<file path="src/rtl/nrs_pkg.sv">
// Shared constants, FSM encoding and factor helper for the NB-IoT NRS seed blocks.
package nrs_pkg;

  localparam int CINIT_W     = 31;
  localparam int A_W         = 8;
  localparam int B_W         = 10;
  localparam int NUM_RUNS    = 4;
  localparam int P_W         = A_W + B_W;
  localparam int RUN_W       = 2;
  localparam int CINIT_SHIFT = 10;
  localparam int NPSS_SF     = 5;
  localparam int NSSS_SF     = 9;
  localparam int MAX_CELL_ID = 503;
  localparam int L_FIRST     = 5;

  typedef enum logic [2:0] {
    ST_IDLE,
    ST_ARMED,
    ST_LOAD,
    ST_MULT,
    ST_DONE
  } state_e;

  // Run bit 1 picks the second slot of the subframe, run bit 0 picks symbol 6 over 5.
  function automatic logic [A_W-1:0] calc_factor_a(input logic [3:0] sf, input logic [RUN_W-1:0] run);
    int ns;
    int l;
    ns = 2 * int'(sf) + int'(run[1]);
    l  = L_FIRST + int'(run[0]);
    return A_W'(7 * (ns + 1) + l + 1);
  endfunction

endpackage

</file>
<file path="src/rtl/nrs_shift_add_mult.sv">
// Sequential LSB-first shift-add multiplier, A_W iterations per product.
// done_o is high during the final iteration; product_o then already includes that last partial sum.
module nrs_shift_add_mult
  import nrs_pkg::*;
(
  input  logic           clk,
  input  logic           rst,
  input  logic           start_i,
  input  logic           abort_i,
  input  logic [A_W-1:0] a_i,
  input  logic [B_W-1:0] b_i,
  output logic           done_o,
  output logic [P_W-1:0] product_o
);

  localparam int CNT_W = $clog2(A_W);
  localparam logic [CNT_W-1:0] CNT_LAST = CNT_W'(A_W - 1);

  logic [A_W-1:0]   a_q;
  logic [P_W-1:0]   b_q;
  logic [P_W-1:0]   acc_q;
  logic [P_W-1:0]   acc_d;
  logic [CNT_W-1:0] cnt_q;
  logic             busy_q;

  assign acc_d     = acc_q + (a_q[0] ? b_q : '0);
  assign product_o = acc_d;
  assign done_o    = busy_q && (cnt_q == CNT_LAST);

  always_ff @(posedge clk or negedge rst) begin
    if (!rst) begin
      a_q    <= '0;
      b_q    <= '0;
      acc_q  <= '0;
      cnt_q  <= '0;
      busy_q <= 1'b0;
    end else if (abort_i) begin
      busy_q <= 1'b0;
    end else if (start_i) begin
      a_q    <= a_i;
      b_q    <= P_W'(b_i);
      acc_q  <= '0;
      cnt_q  <= '0;
      busy_q <= 1'b1;
    end else if (busy_q) begin
      acc_q <= acc_d;
      a_q   <= a_q >> 1;
      b_q   <= b_q << 1;
      cnt_q <= cnt_q + 1'b1;
      if (cnt_q == CNT_LAST) begin
        busy_q <= 1'b0;
      end
    end
  end

endmodule

</file>
<file path="src/rtl/nrs_cinit_scheduler.sv">
// Per-subframe NRS c_init sequencer: gates NRS subframes and serves four seeds per subframe.
// Optional macro NRS_SKIP_SYNC_SF_EN marks the NPSS/NSSS subframes as non-NRS.
module nrs_cinit_scheduler
  import nrs_pkg::*;
(
  input  logic               clk,
  input  logic               rst,
  input  logic               sf_start,
  input  logic [3:0]         sf_num,
  input  logic               frame_even,
  input  logic [8:0]         n_cell_id,
  input  logic               cinit_run,
  output logic               nrs_new_frame,
  output logic [CINIT_W-1:0] cinit,
  output logic               cinit_valid,
  output logic               last_run,
  output logic               sf_skip,
  output logic               busy,
  output logic               run_err
);

  state_e             state_q;
  logic [RUN_W-1:0]   run_q;
  logic [3:0]         cfg_sf_q;
  logic [8:0]         cfg_id_q;
  logic               new_frame_q;
  logic               skip_q;
  logic [CINIT_W-1:0] cinit_q;
  logic [CINIT_W-1:0] cinit_d;
  logic               valid_q;
  logic               last_q;
  logic               busy_q;
  logic               err_q;

  logic               nrs_sf;
  logic [A_W-1:0]     factor_a;
  logic [B_W-1:0]     factor_b;
  logic               mult_done;
  logic [P_W-1:0]     mult_product;

`ifdef NRS_SKIP_SYNC_SF_EN
  assign nrs_sf = (sf_num <= 4'd9) && (sf_num != 4'(NPSS_SF)) &&
                  !((sf_num == 4'(NSSS_SF)) && frame_even);
`else
  logic unused_frame_even;
  assign unused_frame_even = frame_even;
  assign nrs_sf = (sf_num <= 4'd9);
`endif

  assign factor_a = calc_factor_a(cfg_sf_q, run_q);
  assign factor_b = {cfg_id_q, 1'b1};
  assign cinit_d  = CINIT_W'({mult_product, {CINIT_SHIFT{1'b0}}}) + CINIT_W'(factor_b);

  nrs_shift_add_mult u_mult (
    .clk       (clk),
    .rst       (rst),
    .start_i   (state_q == ST_LOAD),
    .abort_i   (sf_start),
    .a_i       (factor_a),
    .b_i       (factor_b),
    .done_o    (mult_done),
    .product_o (mult_product)
  );

  // A new subframe boundary overrides everything, including a multiply in flight.
  always_ff @(posedge clk or negedge rst) begin
    if (!rst) begin
      state_q     <= ST_IDLE;
      run_q       <= '0;
      cfg_sf_q    <= '0;
      cfg_id_q    <= '0;
      new_frame_q <= 1'b0;
      skip_q      <= 1'b0;
      cinit_q     <= '0;
      valid_q     <= 1'b0;
      last_q      <= 1'b0;
      busy_q      <= 1'b0;
      err_q       <= 1'b0;
    end else begin
      new_frame_q <= 1'b0;
      skip_q      <= 1'b0;
      valid_q     <= 1'b0;
      if (sf_start) begin
        cfg_sf_q <= sf_num;
        cfg_id_q <= n_cell_id;
        run_q    <= '0;
        last_q   <= 1'b0;
        busy_q   <= 1'b0;
        if (nrs_sf) begin
          state_q     <= ST_ARMED;
          new_frame_q <= 1'b1;
        end else begin
          state_q <= ST_IDLE;
          skip_q  <= 1'b1;
        end
      end else begin
        if (cinit_run && (state_q != ST_ARMED)) begin
          err_q <= 1'b1;
        end
        case (state_q)
          ST_IDLE: state_q <= ST_IDLE;
          ST_ARMED: begin
            if (cinit_run) begin
              state_q <= ST_LOAD;
              busy_q  <= 1'b1;
            end
          end
          ST_LOAD: state_q <= ST_MULT;
          ST_MULT: begin
            if (mult_done) begin
              cinit_q <= cinit_d;
              valid_q <= 1'b1;
              last_q  <= (run_q == RUN_W'(NUM_RUNS - 1));
              run_q   <= run_q + 1'b1;
              busy_q  <= 1'b0;
              state_q <= ST_DONE;
            end
          end
          ST_DONE: state_q <= last_q ? ST_IDLE : ST_ARMED;
          default: state_q <= ST_IDLE;
        endcase
      end
    end
  end

  assign nrs_new_frame = new_frame_q;
  assign cinit         = cinit_q;
  assign cinit_valid   = valid_q;
  assign last_run      = last_q;
  assign sf_skip       = skip_q;
  assign busy          = busy_q;
  assign run_err       = err_q;

endmodule
</file>
<file path="config.mk">
export PLATFORM = sky130hd
export DESIGN_NAME = nrs_cinit_scheduler
export DESIGN_NICKNAME = d
export VERILOG_FILES = /design/src/rtl/nrs_pkg.sv /design/src/rtl/nrs_shift_add_mult.sv /design/src/rtl/nrs_cinit_scheduler.sv
export SDC_FILE = /design/constraint.sdc
export NUM_CORES = 1
export LEC_CHECK = 0
export ABC_AREA = 1
export ABC_CLOCK_PERIOD_IN_PS = 3860
export CAP_MARGIN = 40
export CELL_PAD_IN_SITES_DETAIL_PLACEMENT = 0
export CELL_PAD_IN_SITES_GLOBAL_PLACEMENT = 1
export CORE_ASPECT_RATIO = 0.6
export CORE_MARGIN = 2
export CORE_UTILIZATION = 43
export CTS_CLUSTER_SIZE = 24
export DETAILED_ROUTE_END_ITERATION = 10
export GPL_TIMING_DRIVEN = 0
export PLACE_DENSITY_LB_ADDON = 0.08
export SETUP_SLACK_MARGIN = 0.5
export SLEW_MARGIN = 10
export SYNTH_ARGS = -nofsm -noshare
export SYNTH_HDL_FRONTEND = slang
export SYNTH_SLANG_ARGS = --single-unit
export TNS_END_PERCENT = 100
</file>
<file path="constraint.sdc">
create_clock -name clk -period 3.86 [get_ports clk]
set_input_delay 1.158 -clock clk [delete_from_list [all_inputs] [get_ports clk]]
set_output_delay 1.158 -clock clk [all_outputs]
set_load 0.01 [all_outputs]
</file>
==> results by stage <==
Clock network:
- The count of H-tree levels built during CTS is 3.
- TritonCTS built the clock tree.
- After clock tree synthesis, the clock-pin slew on the worst setup and hold paths is 0.07 ns.
- The tree built by TritonCTS fans out to 100 sinks.
- The clock passes through at most 2 buffers.
- Clock tree synthesis selected as its root buffer the cell sky130_fd_sc_hd__clkbuf_16.
- The number of buffers created by CTS is 9.
- The number of setup buffers added after CTS is 0.
- The later pin in the worst-skew pair is clocked with a latency of 0.35 ns.

Finish:
- The antenna diode instance count is 0.
- The footprint of the flip-flops and latches is 2500 um2.
- Fill cells in the final layout number 1243.
- The ratio of cells with drive above 1 in the final layout is 11.0%.
- The most common cell after layout, fill and taps aside is sky130_fd_sc_hd__nand2_1.
- The end-of-flow core utilization is 52.4%.
- In the layout the commonest cells are sky130_fd_sc_hd__nand2_1 (217), sky130_fd_sc_hd__dfrtp_1 (100), sky130_fd_sc_hd__inv_1 (84).
- Summing all multi-input logic gate instances after layout gives 2750 um2.
- The net count of the finished layout is 825.
- Once layout is done, the placed cells without fillers occupy 6780 um2.
- The relative area change from synthesis to final layout is 18.0%.

Route:
- For this block, the initial DRC count from the detailed router was 355.
- The routed wire length is 14900 um.
- The vias after detailed routing is 4856.
- Dividing the detail-routed wire length by the instance count gives 15.8 um.
- The count of nets left with antenna violations once routing finished came out at 0.
- The average vias per placed instance is 5.14.
- The first-pass detailed-route iteration total is 5.
- The remaining routing DRC violations is 0.

Die:
- The site row count is 32.
- The x dimension of the die is 153 um.
- The area of the die is 14300 um2.
- After floorplanning, the core was sized to cover 12900 um2.
- 55 I/O pins were placed.
- The vertical die dimension is 93.5 um.
- The starting utilization of the core area is 44.4%.

Worst setup path:
- The data arrival time of the worst path is 3.34 ns.
- The worst register-to-register path begins at run_q[1]$_DFFE_PN0P_.
- In this run the worst setup path terminates at u_mult.a_q[7]$_DFFE_PN0P_.
- The critical path is of the reg -> reg type.
- In this run the critical register-to-register path is captured at u_mult.a_q[7]$_DFFE_PN0P_.
- In this run the worst setup path begins at run_q[1]$_DFFE_PN0P_.
- The category of the worst setup path launch point is a register.
- The maximum fanout along the worst path is 6.
- STA classifies the critical path endpoint as a register.
- The setup check on the worst reg-to-reg path leaves a slack of 0.75 ns.
- Data on the critical path is required at its endpoint by 4.09 ns.
- The worst-case reg-to-reg path depth is 14.

Yosys:
- The share of synthesized area in the top cell type comes to 43.6%.
- The yosys synthesis warning count is 0.
- The part of the Yosys area used for sequential elements is 43.6%.
- The area of the mapped netlist is 5750 um2.
- The synthesized design spends more area on one cell type than any other, namely sky130_fd_sc_hd__dfrtp_1.
- In the post-synthesis netlist, the biggest area contributors are sky130_fd_sc_hd__dfrtp_1 (44%), sky130_fd_sc_hd__nand2_1 (14%), sky130_fd_sc_hd__ha_1 (7.6%).
- Synthesis instantiated 43 different standard cells from the library.
- Counting every instance in the synthesized netlist gives 706.
- The average size of a mapped cell is 8.14 um2.
- Counting flops and latches in the post-synthesis netlist gives 100.

STA:
- The maximum clock skew at final layout is 0.0122 ns.
- Setup repair after global routing left no endpoint under its margin.
- At the pin with the least slew margin, the transition time is 0.528 ns.
- The number of hold-slack violations in the final timing report is 0.
- Derived from the worst setup path, the maximum achievable clock frequency is 321 MHz.
- Setup violations remaining at the end of the flow were counted as 0.
- The final critical path takes up 80.6% of the cycle.
- The final count of pins violating max slew is 0.
- The worst slew margin relative to its limit is 64.8%.
- The clock period minus worst slack is 3.11 ns.

Place:
- The HPWL after detailed placement is 11500 um.
- The global placer's final weighted congestion is 0.928.
- The quantity of I/O buffers inserted on ports is 50.
- The post-place instance area is 6490 um2.

Power and ir drop:
- The ratio of total power to cell area is 630 nW/um2.
- The largest voltage drop on the vdd net is 0.000242 V.
- The static power due to leakage is 3.54 nW.
- The post-layout total power is 4.27 mW.

Global route:
- The pin count of the biggest net entering global routing is 75.
- The total overflow left after global routing is 0.
- The first-pass GRT wire length is 24300 um.
- In the global route stage, overall resource usage came out at 22.0%.
- The number of antenna violations at the first check in global routing is 0.
- The via count of the first global-routing pass came to 4448.

Outcome:
- The run finished with clean final reports.

Worst hold path:
- The path class of the tightest hold or removal check is reg -> reg.

Run:
- The number of max-capacitance violations reported is 0.
==> power breakdown <==
part	internal [mW]	total (mW)	switching (mW)
Combinational	0.687	1.92	1.24
Sequential	1.30	1.47	0.171
Clock	0.448	0.875	0.427
Total	2.44	4.27	1.83
==> metrics by stage <==
stage | std cells | worst slack, ns | setup TNS (ns) | hold slack [ns]
floorplan | 708 | 0.910 | 0 | 0.444
global placement | 928 | -2.20 | -218.56 | 0.454
detailed placement | 929 | 0.639 | 0 | 0.458
CTS | 944 | 0.630 | 0 | 0.482
global route | 944 | 0.515 | 0 | 0.502
finish | 944 | 0.747 | 0 | 0.479
==> cell usage after synthesis, drive strengths merged <==
library cell,count
xor2,7
nand4,5
nand2,230
buf,19
o21ai,52
and3,1
a31oi,11
a21oi,21
and2,1
xnor2,8
o22ai,9
nand3,41
nor2,37
dfrtp,100
nand3b,9
nor4,1
a31o,1
clkbuf,4
conb,1
ha,35
o211ai,3
nor3,7
fa,2
a21o,1
a22o,3
or2,6
inv,90
o21bai,1
==> worst max-delay path: stages, from the launching register on <==
cell                      delay (ns)
sky130_fd_sc_hd__dfrtp_1        0.45
sky130_fd_sc_hd__ha_1           0.26
sky130_fd_sc_hd__nand3_1        0.12
sky130_fd_sc_hd__xor2_2         0.29
sky130_fd_sc_hd__xor2_1         0.17
sky130_fd_sc_hd__inv_1          0.05
sky130_fd_sc_hd__ha_1           0.17
sky130_fd_sc_hd__a21o_1         0.15
sky130_fd_sc_hd__ha_1           0.27
sky130_fd_sc_hd__ha_1           0.35
sky130_fd_sc_hd__a21oi_1        0.19
sky130_fd_sc_hd__nand3_1        0.10
sky130_fd_sc_hd__or2_2          0.27
sky130_fd_sc_hd__nand3_1        0.06
sky130_fd_sc_hd__o21ai_0        0.08
==> flip-flops by register name (all words and copies together), names as in the netlist <==
| name | count |
|---|---|
| busy | 1 |
| cfg_id_q | 9 |
| cfg_sf_q | 4 |
| cinit | 28 |
| cinit_valid | 1 |
| last_run | 1 |
| nrs_new_frame | 1 |
| run_err | 1 |
| run_q | 2 |
| sf_skip | 1 |
| state_q | 3 |
| u_mult.a_q | 8 |
| u_mult.acc_q | 18 |
| u_mult.b_q | 18 |
| u_mult.busy_q | 1 |
| u_mult.cnt_q | 3 |
==> how the worst min path moves through the flow <==
stage	cells past startpoint	slack (ns)	end	startpoint
global route	1	0.50	u_mult.cnt_q[0]$_DFFE_PN0P_	u_mult.cnt_q[0]$_DFFE_PN0P_
finish	2	0.48	cinit[17]$_DFFE_PN0P_	cinit[17]$_DFFE_PN0P_
global placement	1	0.45	cinit[0]$_DFFE_PN0P_	cinit[0]$_DFFE_PN0P_
CTS	1	0.48	u_mult.cnt_q[0]$_DFFE_PN0P_	u_mult.cnt_q[0]$_DFFE_PN0P_
detailed placement	1	0.46	run_err$_DFFE_PN0P_	run_err$_DFFE_PN0P_
floorplan	2	0.44	u_mult.a_q[6]$_DFFE_PN0P_	u_mult.a_q[6]$_DFFE_PN0P_
==> timing repair <==
item	4_1_cts	5_1_grt
hold buffers	0	0
gates resized for setup	0	1
setup endpoints to repair	0	1
==> cell type report <==
type | instances | share of cell area, %
Buffer | 23 | 2.49
Clock buffer | 9 | 3.32
Clock inverter | 6 | 0.793
Inverter | 90 | 5.06
Multi-Input combinational cell | 495 | 40.5
Sequential cell | 100 | 36.9
Tap cell | 170 | 3.14
Timing Repair Buffer | 51 | 7.80
==> metal layers <==
metal	global-route usage, %	vias up	wire [um]
met1	37.2	2322	8560
met4	3.78	0	99
li1	-	2391	-
met3	4.36	10	860
met5	0	-	0
met2	28.1	133	5400
==> logic make-up after synthesis <==
logic type | Yosys count | share of synthesized area, %
DFF | 100 | 43.6
xor gates and xnor gates | 15 | 2.42
AOI/OAI and AO/OA | 102 | 10.8
and+or+nand+nor | 338 | 26.0
adders and majority gates | 37 | 8.32
buffers and inverters | 113 | 8.91
other | 1 | 0.0653
(Power assumes the default switching activity.)
